--- src/rtl/sdram_arbiter.sv ---
`default_nettype none
`timescale 1ns/1ps
// ============================================================================
//  Module   : sdram_arbiter
//  Brief    : Round-robin arbiter sharing one SDRAM controller port between
//             two requesters, with read-data capture and read timeout.
//  Revision : 1.0 - initial release
// ============================================================================
module sdram_arbiter #(
    parameter int FPGA_ADDR_WIDTH = 23,
    parameter int FPGA_DATA_WIDTH = 32,
    parameter int RD_TIMEOUT      = 255
) (
    input  logic                       fpga_clk,
    input  logic                       fpga_reset,
    input  logic                       m0_req,
    input  logic                       m0_wr_en,
    input  logic [FPGA_ADDR_WIDTH-1:0] m0_addr,
    input  logic [FPGA_DATA_WIDTH-1:0] m0_wr_data,
    output logic                       m0_done,
    output logic [FPGA_DATA_WIDTH-1:0] m0_rd_data,
    output logic                       m0_err,
    input  logic                       m1_req,
    input  logic                       m1_wr_en,
    input  logic [FPGA_ADDR_WIDTH-1:0] m1_addr,
    input  logic [FPGA_DATA_WIDTH-1:0] m1_wr_data,
    output logic                       m1_done,
    output logic [FPGA_DATA_WIDTH-1:0] m1_rd_data,
    output logic                       m1_err,
    output logic                       fpga_req,
    output logic                       fpga_wr_en,
    output logic                       fpga_rd_en,
    output logic [FPGA_ADDR_WIDTH-1:0] fpga_addr,
    output logic [FPGA_DATA_WIDTH-1:0] fpga_wr_data,
    input  logic                       fpga_ack,
    input  logic                       fpga_data_ready,
    input  logic [FPGA_DATA_WIDTH-1:0] fpga_rd_data,
    output logic                       grant
);

    localparam int CNT_W = ($clog2(RD_TIMEOUT + 1) > 8) ? $clog2(RD_TIMEOUT + 1) : 8;

    typedef enum logic [2:0] {
        IDLE         = 3'd0,
        ISSUE        = 3'd1,
        WAIT_ACK_LOW = 3'd2,
        WAIT_DATA    = 3'd3,
        DONE         = 3'd4
    } state_t;

    state_t                     state;
    state_t                     state_nx;
    logic                       grant_nx;
    logic                       any_req;
    logic                       wr_en_q;
    logic                       have_data;
    logic [FPGA_DATA_WIDTH-1:0] rd_buf;
    logic [CNT_W-1:0]           cnt;
    logic                       timeout;
    logic                       capture;
    logic [FPGA_DATA_WIDTH-1:0] res_data;
    logic                       res_err;

    assign any_req = m0_req | m1_req;
    // Counter is zero in the first WAIT_ACK_LOW cycle, so DONE lands RD_TIMEOUT cycles after entry
    assign timeout = (cnt == CNT_W'(RD_TIMEOUT - 1));
    // Early read data (even coincident with ack) is latched so it cannot be lost
    assign capture = fpga_data_ready && !wr_en_q && !have_data &&
                     ((state == ISSUE) || (state == WAIT_ACK_LOW) || (state == WAIT_DATA));

    assign m0_done = (state == DONE) && !grant;
    assign m1_done = (state == DONE) &&  grant;

    always_comb begin
        grant_nx = grant;
        if (m0_req && m1_req) grant_nx = ~grant;
        else if (m0_req)      grant_nx = 1'b0;
        else if (m1_req)      grant_nx = 1'b1;
    end

    always_comb begin
        state_nx   = state;
        fpga_req   = 1'b0;
        fpga_wr_en = 1'b0;
        fpga_rd_en = 1'b0;
        case (state)
            IDLE: if (any_req) state_nx = ISSUE;
            ISSUE: begin
                fpga_req   = 1'b1;
                fpga_wr_en = wr_en_q;
                fpga_rd_en = ~wr_en_q;
                if (fpga_ack) state_nx = WAIT_ACK_LOW;
            end
            WAIT_ACK_LOW: begin
                if (!wr_en_q && !have_data && !fpga_data_ready && timeout)
                    state_nx = DONE;
                else if (!fpga_ack)
                    state_nx = wr_en_q ? DONE : WAIT_DATA;
            end
            WAIT_DATA: if (have_data || fpga_data_ready || timeout) state_nx = DONE;
            DONE:      state_nx = IDLE;
            default:   state_nx = IDLE;
        endcase
    end

    always_comb begin
        res_data = '0;
        res_err  = 1'b0;
        if (!wr_en_q) begin
            if (have_data)            res_data = rd_buf;
            else if (fpga_data_ready) res_data = fpga_rd_data;
            else                      res_err  = 1'b1;
        end
    end

    always_ff @(posedge fpga_clk) begin
        if (fpga_reset) begin
            state        <= IDLE;
            grant        <= 1'b1;
            wr_en_q      <= 1'b0;
            fpga_addr    <= '0;
            fpga_wr_data <= '0;
            have_data    <= 1'b0;
            rd_buf       <= '0;
            cnt          <= '0;
            m0_rd_data   <= '0;
            m0_err       <= 1'b0;
            m1_rd_data   <= '0;
            m1_err       <= 1'b0;
        end else begin
            state <= state_nx;
            if (state == IDLE && any_req) begin
                grant        <= grant_nx;
                wr_en_q      <= grant_nx ? m1_wr_en   : m0_wr_en;
                fpga_addr    <= grant_nx ? m1_addr    : m0_addr;
                fpga_wr_data <= grant_nx ? m1_wr_data : m0_wr_data;
                have_data    <= 1'b0;
            end
            if (capture) begin
                have_data <= 1'b1;
                rd_buf    <= fpga_rd_data;
            end
            if (state == ISSUE)
                cnt <= '0;
            else if (state == WAIT_ACK_LOW || state == WAIT_DATA)
                cnt <= cnt + 1'b1;
            // Results update on DONE entry; writes clear err but leave rd_data as it was
            if (state != DONE && state_nx == DONE) begin
                if (!grant) begin
                    m0_err <= res_err;
                    if (!wr_en_q) m0_rd_data <= res_data;
                end else begin
                    m1_err <= res_err;
                    if (!wr_en_q) m1_rd_data <= res_data;
                end
            end
        end
    end

endmodule
`default_nettype wire

--- config.mk ---
export PLATFORM = sky130hd
export DESIGN_NAME = sdram_arbiter
export DESIGN_NICKNAME = d
export VERILOG_FILES = /design/src/rtl/sdram_arbiter.sv
export SDC_FILE = /design/constraint.sdc
export NUM_CORES = 1
export LEC_CHECK = 0
export CAP_MARGIN = 0
export CORE_ASPECT_RATIO = 0.7
export CORE_MARGIN = 4
export CORE_UTILIZATION = 60
export CTS_CLUSTER_SIZE = 40
export DETAILED_ROUTE_END_ITERATION = 16
export DONT_BUFFER_PORTS = 1
export PLACE_DENSITY = 0.76
export SYNTH_ARGS = -nofsm -noshare
export SYNTH_HDL_FRONTEND = slang
export SYNTH_SLANG_ARGS = --single-unit
--- constraint.sdc ---
create_clock -name fpga_clk -period 3.57 [get_ports fpga_clk]
set_input_delay 0.1785 -clock fpga_clk [delete_from_list [all_inputs] [get_ports fpga_clk]]
set_output_delay 0.1785 -clock fpga_clk [all_outputs]
set_load 0.01 [all_outputs]
---- Word-level counts from Yosys, hierarchy flattened ----
Index checks and enable logic that the tools add are counted.
word-level totals
  output and inout bits ................... 127
  register bits ........................... 167
  word-level logic and storage cells ...... 73
  input bits .............................. 150
operators by class
  add/subtract/negate cells ............... 1
  bitwise gates (word level) .............. 3
  equality and inequality tests ........... 7
  mux-type cells .......................... 23
  reductions and logical operators ........ 27
operators by type and width
  operator                                       number
  2-to-1 mux 32 bit                              3
  2-to-1 mux 23 bit                              1
  2-to-1 mux 3 bit                               6
  2-to-1 mux 1 bit                               12
  case mux 3 bit (4 select lines)                1
  logical AND 1 bit                              11
  adder 8 x 1 -> 8 bit, second input constant    1
  == test 8 bit, second input constant           1
  == test 3 x 2 -> 1 bit, second input constant  2
  == test 3 bit, second input constant           2
  AND reduction 3 bit                            2
  logical OR 1 bit                               5
  logical NOT 1 bit                              4
  AND reduction 2 bit                            2
  == test 3 x 1 -> 1 bit, second input constant  1
  logical NOT 3 bit                              1
  != test 3 bit, second input constant           1
  NOT 1 bit                                      2
  nonzero test 2 bit                             1
  OR reduction 2 bit                             1
  OR 1 bit                                       1

---- Longest topological paths before layout ----
  depth after elaboration ................. 9
  mapped depth ............................ 7
  gate-level depth less buffers ........... 6

---- Least setup slack after synthesis ----
Ideal clock, no wire load.
  path kind ............................... register to register
  from .................................... register state[0]
  to ...................................... register cnt[1]
  setup slack ............................. 1.974 ns
  stages on the path, launching flop included .. 7
  library setup time ...................... 0.130 ns
  data arrival time ....................... 1.466 ns
  buffers on the path ..................... 2
  cell sequence ........................... dfxtp_1 > buf_2 > inv_1 > nor3_1 > or2_2 > clkbuf_1 > a211oi_1
on the way
  word-level cells in the longest chain between the ends .. 2
  elaborated cells between the ends (all ways) .. 5
  those cells by class .................... 3 x eq/ne; 2 x reduce/logical
ends and longest elaborated chain
  element                                                           RTL line  source
  from (decl)                                                       51        state_t state;
  from (signal assigned)                                            131       state <= state_nx;
  == test 3 x 1 -> 1 bit or == test 3 x 2 -> 1 bit (tied branches)  143, 145
  OR reduction 2 bit (no line) or logical OR 1 bit (tied branches)  --
  to (signal assigned)                                              146       cnt <= cnt + 1'b1;
  to (decl)                                                         58        logic [CNT_W-1:0] cnt;
Parallel ways exist; a longest one is shown, timed or not.
A chain may end at the register's enable or synchronous reset.

---- Worst setup path in the final report ----
  from .................................... register grant
  to ...................................... register fpga_wr_data[15]
on the way
  word-level cells in the longest chain between the ends .. 4
  elaborated cells between the ends (all ways) .. 5
  those cells by class .................... 4 x mux; 1 x bitwise
ends and longest elaborated chain
  element                 RTL line  source
  from (decl)             38        output logic grant
  from (signal assigned)  133       grant <= grant_nx;
  2-to-1 mux 1 bit        78        else if (m1_req) grant_nx = 1'b1;
  2-to-1 mux 1 bit        77        else if (m0_req) grant_nx = 1'b0;
  2-to-1 mux 1 bit *      76        if (m0_req && m1_req) grant_nx = ~grant;
  2-to-1 mux 32 bit *     136       fpga_wr_data <= grant_nx ? m1_wr_data : m0_wr_data;
  to (signal assigned)    136
  to (decl)               34        output logic [FPGA_DATA_WIDTH-1:0] fpga_wr_data,
Every way passes the cells marked *; elsewhere a longest branch is shown, timed or not.

==> results by group <==
Worst hold path
  – Min-Delay Path Class: in -> reg

Worst setup path
  – WP data arrival: 3.21 ns
  – Worst setup SP type: register
  – CP Capture Type: register
  – Critical Path RT: 3.89 ns
  – Crit Path Max Fanout: 56
  – Crit path kind: reg -> reg

Global routing
  – Largest net degree at the start of global routing: 180
  – Initial antenna violation count: 0
  – GRT Util Overall: 28.93%
  – Vias in the first global route: 6357
  – Total gr overflow: 0
  – First-pass GRT wire length: 32990 microns

Floorplanning
  – Die W: 141.8 microns
  – Core footprint: 11970 sq um
  – Die H: 101.7 microns
  – Initial Util: 62.81%
  – IO Pins: 277
  – Die ar.: 14420 sq um
  – Row count: 33

STA
  – Worst-margin pin slew: 1.072 ns
  – Final setup margin: 0.6789 ns
  – Fmax: 345.9 MHz
  – RSZ-0062 raised after global routing: no
  – Total negative slack: 0 ns
  – Slew Viols, Final: 0
  – Hold violation count in the final report: 0
  – Clock Skew: 0.01785 ns
  – Number of setup violations in the final report: 0
  – Slew margin rel.: 28.39%
  – Tcrit/Tclk final: 80.98%
  – Period minus WS final: 2.891 ns

Detailed routing
  – Per-cell routed wire length: 19.83 microns
  – DR vias: 6250
  – Overall routed net length: 21080 microns
  – Initial DRC count: 434
  – Via density: 5.880
  – # DRC: 0
  – DRT Pass-1 Iters: 5
  – Post-route ant nets: 0

Synthesis
  – Synth Flop Type: dfxtp_1
  – Seq cells post-synth: 167
  – Seq/Total Area, Yosys: 44.45%
  – Mapped Cells: 845
  – Post-synth EDFFs: 0
  – Syn Std Cell Area: 7521 sq um
  – Post-synthesis cell type count: 44
  – Syn Nets: 997
  – Yosys warning total: 0
  – Avg Cell Area, Syn: 8.901 sq um
  – Asr flop ratio synth: 0%

Pwr
  – Power Dens Cells: 578.0 nW/um^2
  – Tot Pwr: 5.188 mW
  – Leakage Power: 3.718 nW
  – Peak supply drop: 0.0004295 V

Clock tree
  – Reg clk slew, reported paths: 0.07 ns
  – CTS Buffer Depth: 2
  – CTS Hold Bufs: 91
  – Htree depth: 4
  – CTS resizes: 0
  – Root buffer cell: clkbuf_16
  – CTS sink cnt: 167
  – Skew-Pair Late Insertion Delay: 0.43 ns
  – Inserted Clock Buffers: 17
  – # Post-CTS Setup Buffers: 0
  – CTS tree: done

Cells and area
  – Layout Nets: 1047
  – Synth-to-layout area growth: 19.36%
  – Share of layout cells above drive strength 1: 5.408%
  – Commonest non-fill, non-tap cell in the layout: dfxtp_1
  – Inserted Diodes: 0
  – Fillers: 829
  – Footprint of the multi-input gates: 3829 sq um
  – Finished Core Util: 74.97%
  – Sequential cell area: 3344 sq um
  – Commonest cells after routing, fill and taps aside: dfxtp_1 (166), nand2_1 (137), mux2i_1 (120), nand2b_1 (99), dlygate4sd3_1 (91)

Place
  – Post-DP HPWL: 12620 microns
  – Place WS: 0.9333 ns
  – Port Buf Inserts: 0
  – Gpl congestion: 0.8574

Status
  – Status: completed

Run
  – Maxcap violations: 0
[cell type report]
| cell class | count | share of cell area (%) |
|---|---|---|
| clock inverters | 13 | 1.923 |
| multi-input cells | 605 | 42.65 |
| inverters | 5 | 0.2091 |
| well taps | 157 | 2.188 |
| flip-flops and latches | 167 | 37.25 |
| clock buffers | 17 | 4.739 |
| repair buffers | 99 | 11.04 |
[critical path: stages (launching register included)]
cell and delay, ns:
dfxtp_1 0.63, nand2_1 0.18, o21ai_4 0.10, buf_4 0.70, mux2i_1 0.18, dlygate4sd3_1 0.61, a211oi_1 0.30
[registers in the layout (all words and copies together), names as in the netlist]
| register | flops |
|---|---|
| m0_err | 1 |
| wr_en_q | 1 |
| state | 3 |
| grant | 1 |
| have_data | 1 |
| m1_rd_data | 32 |
| cnt | 8 |
| fpga_wr_data | 32 |
| rd_buf | 32 |
| m1_err | 1 |
| m0_rd_data | 32 |
| fpga_addr | 23 |
[worst paths after layout]
path                                    to  depth (start not counted)               startpoint  slack [ns]
max          fpga_wr_data[15]$_SDFFE_PP0P_                          6       grant$_SDFFE_PP1P_        0.68
min          fpga_wr_data[30]$_SDFFE_PP0P_                          2           m1_wr_data[30]       0.009
max reg2reg  fpga_wr_data[15]$_SDFFE_PP0P_                          6       grant$_SDFFE_PP1P_        0.68
min reg2reg        rd_buf[29]$_SDFFE_PP0P_                          2  rd_buf[29]$_SDFFE_PP0P_        0.46
[where the power goes]
group          internal, mW  switching (mW)  total (mW)
Sequential             2.07           0.243        2.31
Combinational         0.431           0.569       0.999
Clock                  1.10           0.777        1.88
[cells in the mapped netlist, types with 2 or more instances]
| master | instances | share of area (%) |
|---|---|---|
| dfxtp_1 | 167 | 44 |
| buf_4 | 9 | 0.90 |
| a2111oi_2 | 2 | 0.40 |
| nor2_1 | 70 | 3.5 |
| a211oi_1 | 57 | 5.7 |
| nor2b_1 | 3 | 0.25 |
| nor3_1 | 5 | 0.33 |
| o21ai_1 | 3 | 0.20 |
| and3_1 | 2 | 0.17 |
| nand2b_1 | 99 | 8.2 |
| buf_2 | 15 | 1.0 |
| o32ai_1 | 2 | 0.23 |
| a21oi_1 | 36 | 2.4 |
| xor2_1 | 5 | 0.58 |
| buf_6 | 6 | 0.90 |
| nand2_1 | 137 | 6.8 |
| nand4_1 | 4 | 0.33 |
| ha_1 | 2 | 0.33 |
| or2_1 | 2 | 0.17 |
| o21ai_0 | 33 | 2.2 |
| a211o_1 | 3 | 0.35 |
| mux2i_1 | 120 | 16 |
| clkbuf_1 | 35 | 1.7 |
| a2111oi_0 | 2 | 0.23 |
| buf_1 | 2 | 0.10 |
| inv_1 | 5 | 0.25 |
| a21oi_4 | 2 | 0.43 |
[cells by family after synthesis]
kind of cell	after synthesis	share of synthesized area (%)
simple gates	332	20.88
flops	167	44.45
compound gates	146	12.79
mux	120	15.97
buf+inv	73	4.991
xor+xnor	5	0.5822
fa+ha+maj	2	0.3327
[through the flow]
step | hold slack (ns) | cell area, sq um | std cells
finish | 0.009072 | 8977 | 1063
global route | 0.002749 | 8977 | 1063
CTS | 0.001057 | 8967 | 1062
detailed placement | 0.2644 | 7441 | 941
global placement | 0.2585 | 7441 | 941
floorplan | 0.2806 | 7521 | 845
[metal layers]
| layer | routed length (microns) | vias up | share of wire (%) | GRT usage (%) |
|---|---|---|---|---|
| met3 | 1977 | 35 | 9.4 | 11.00 |
| met5 | 0 | - | 0 | 0 |
| li1 | - | 2988 | - | - |
| met2 | 10400 | 277 | 49 | 49.38 |
| met1 | 8321 | 2950 | 39 | 33.81 |
| met4 | 384 | 0 | 1.8 | 9.735 |
Note: power is estimated with default switching activity, not from simulation.
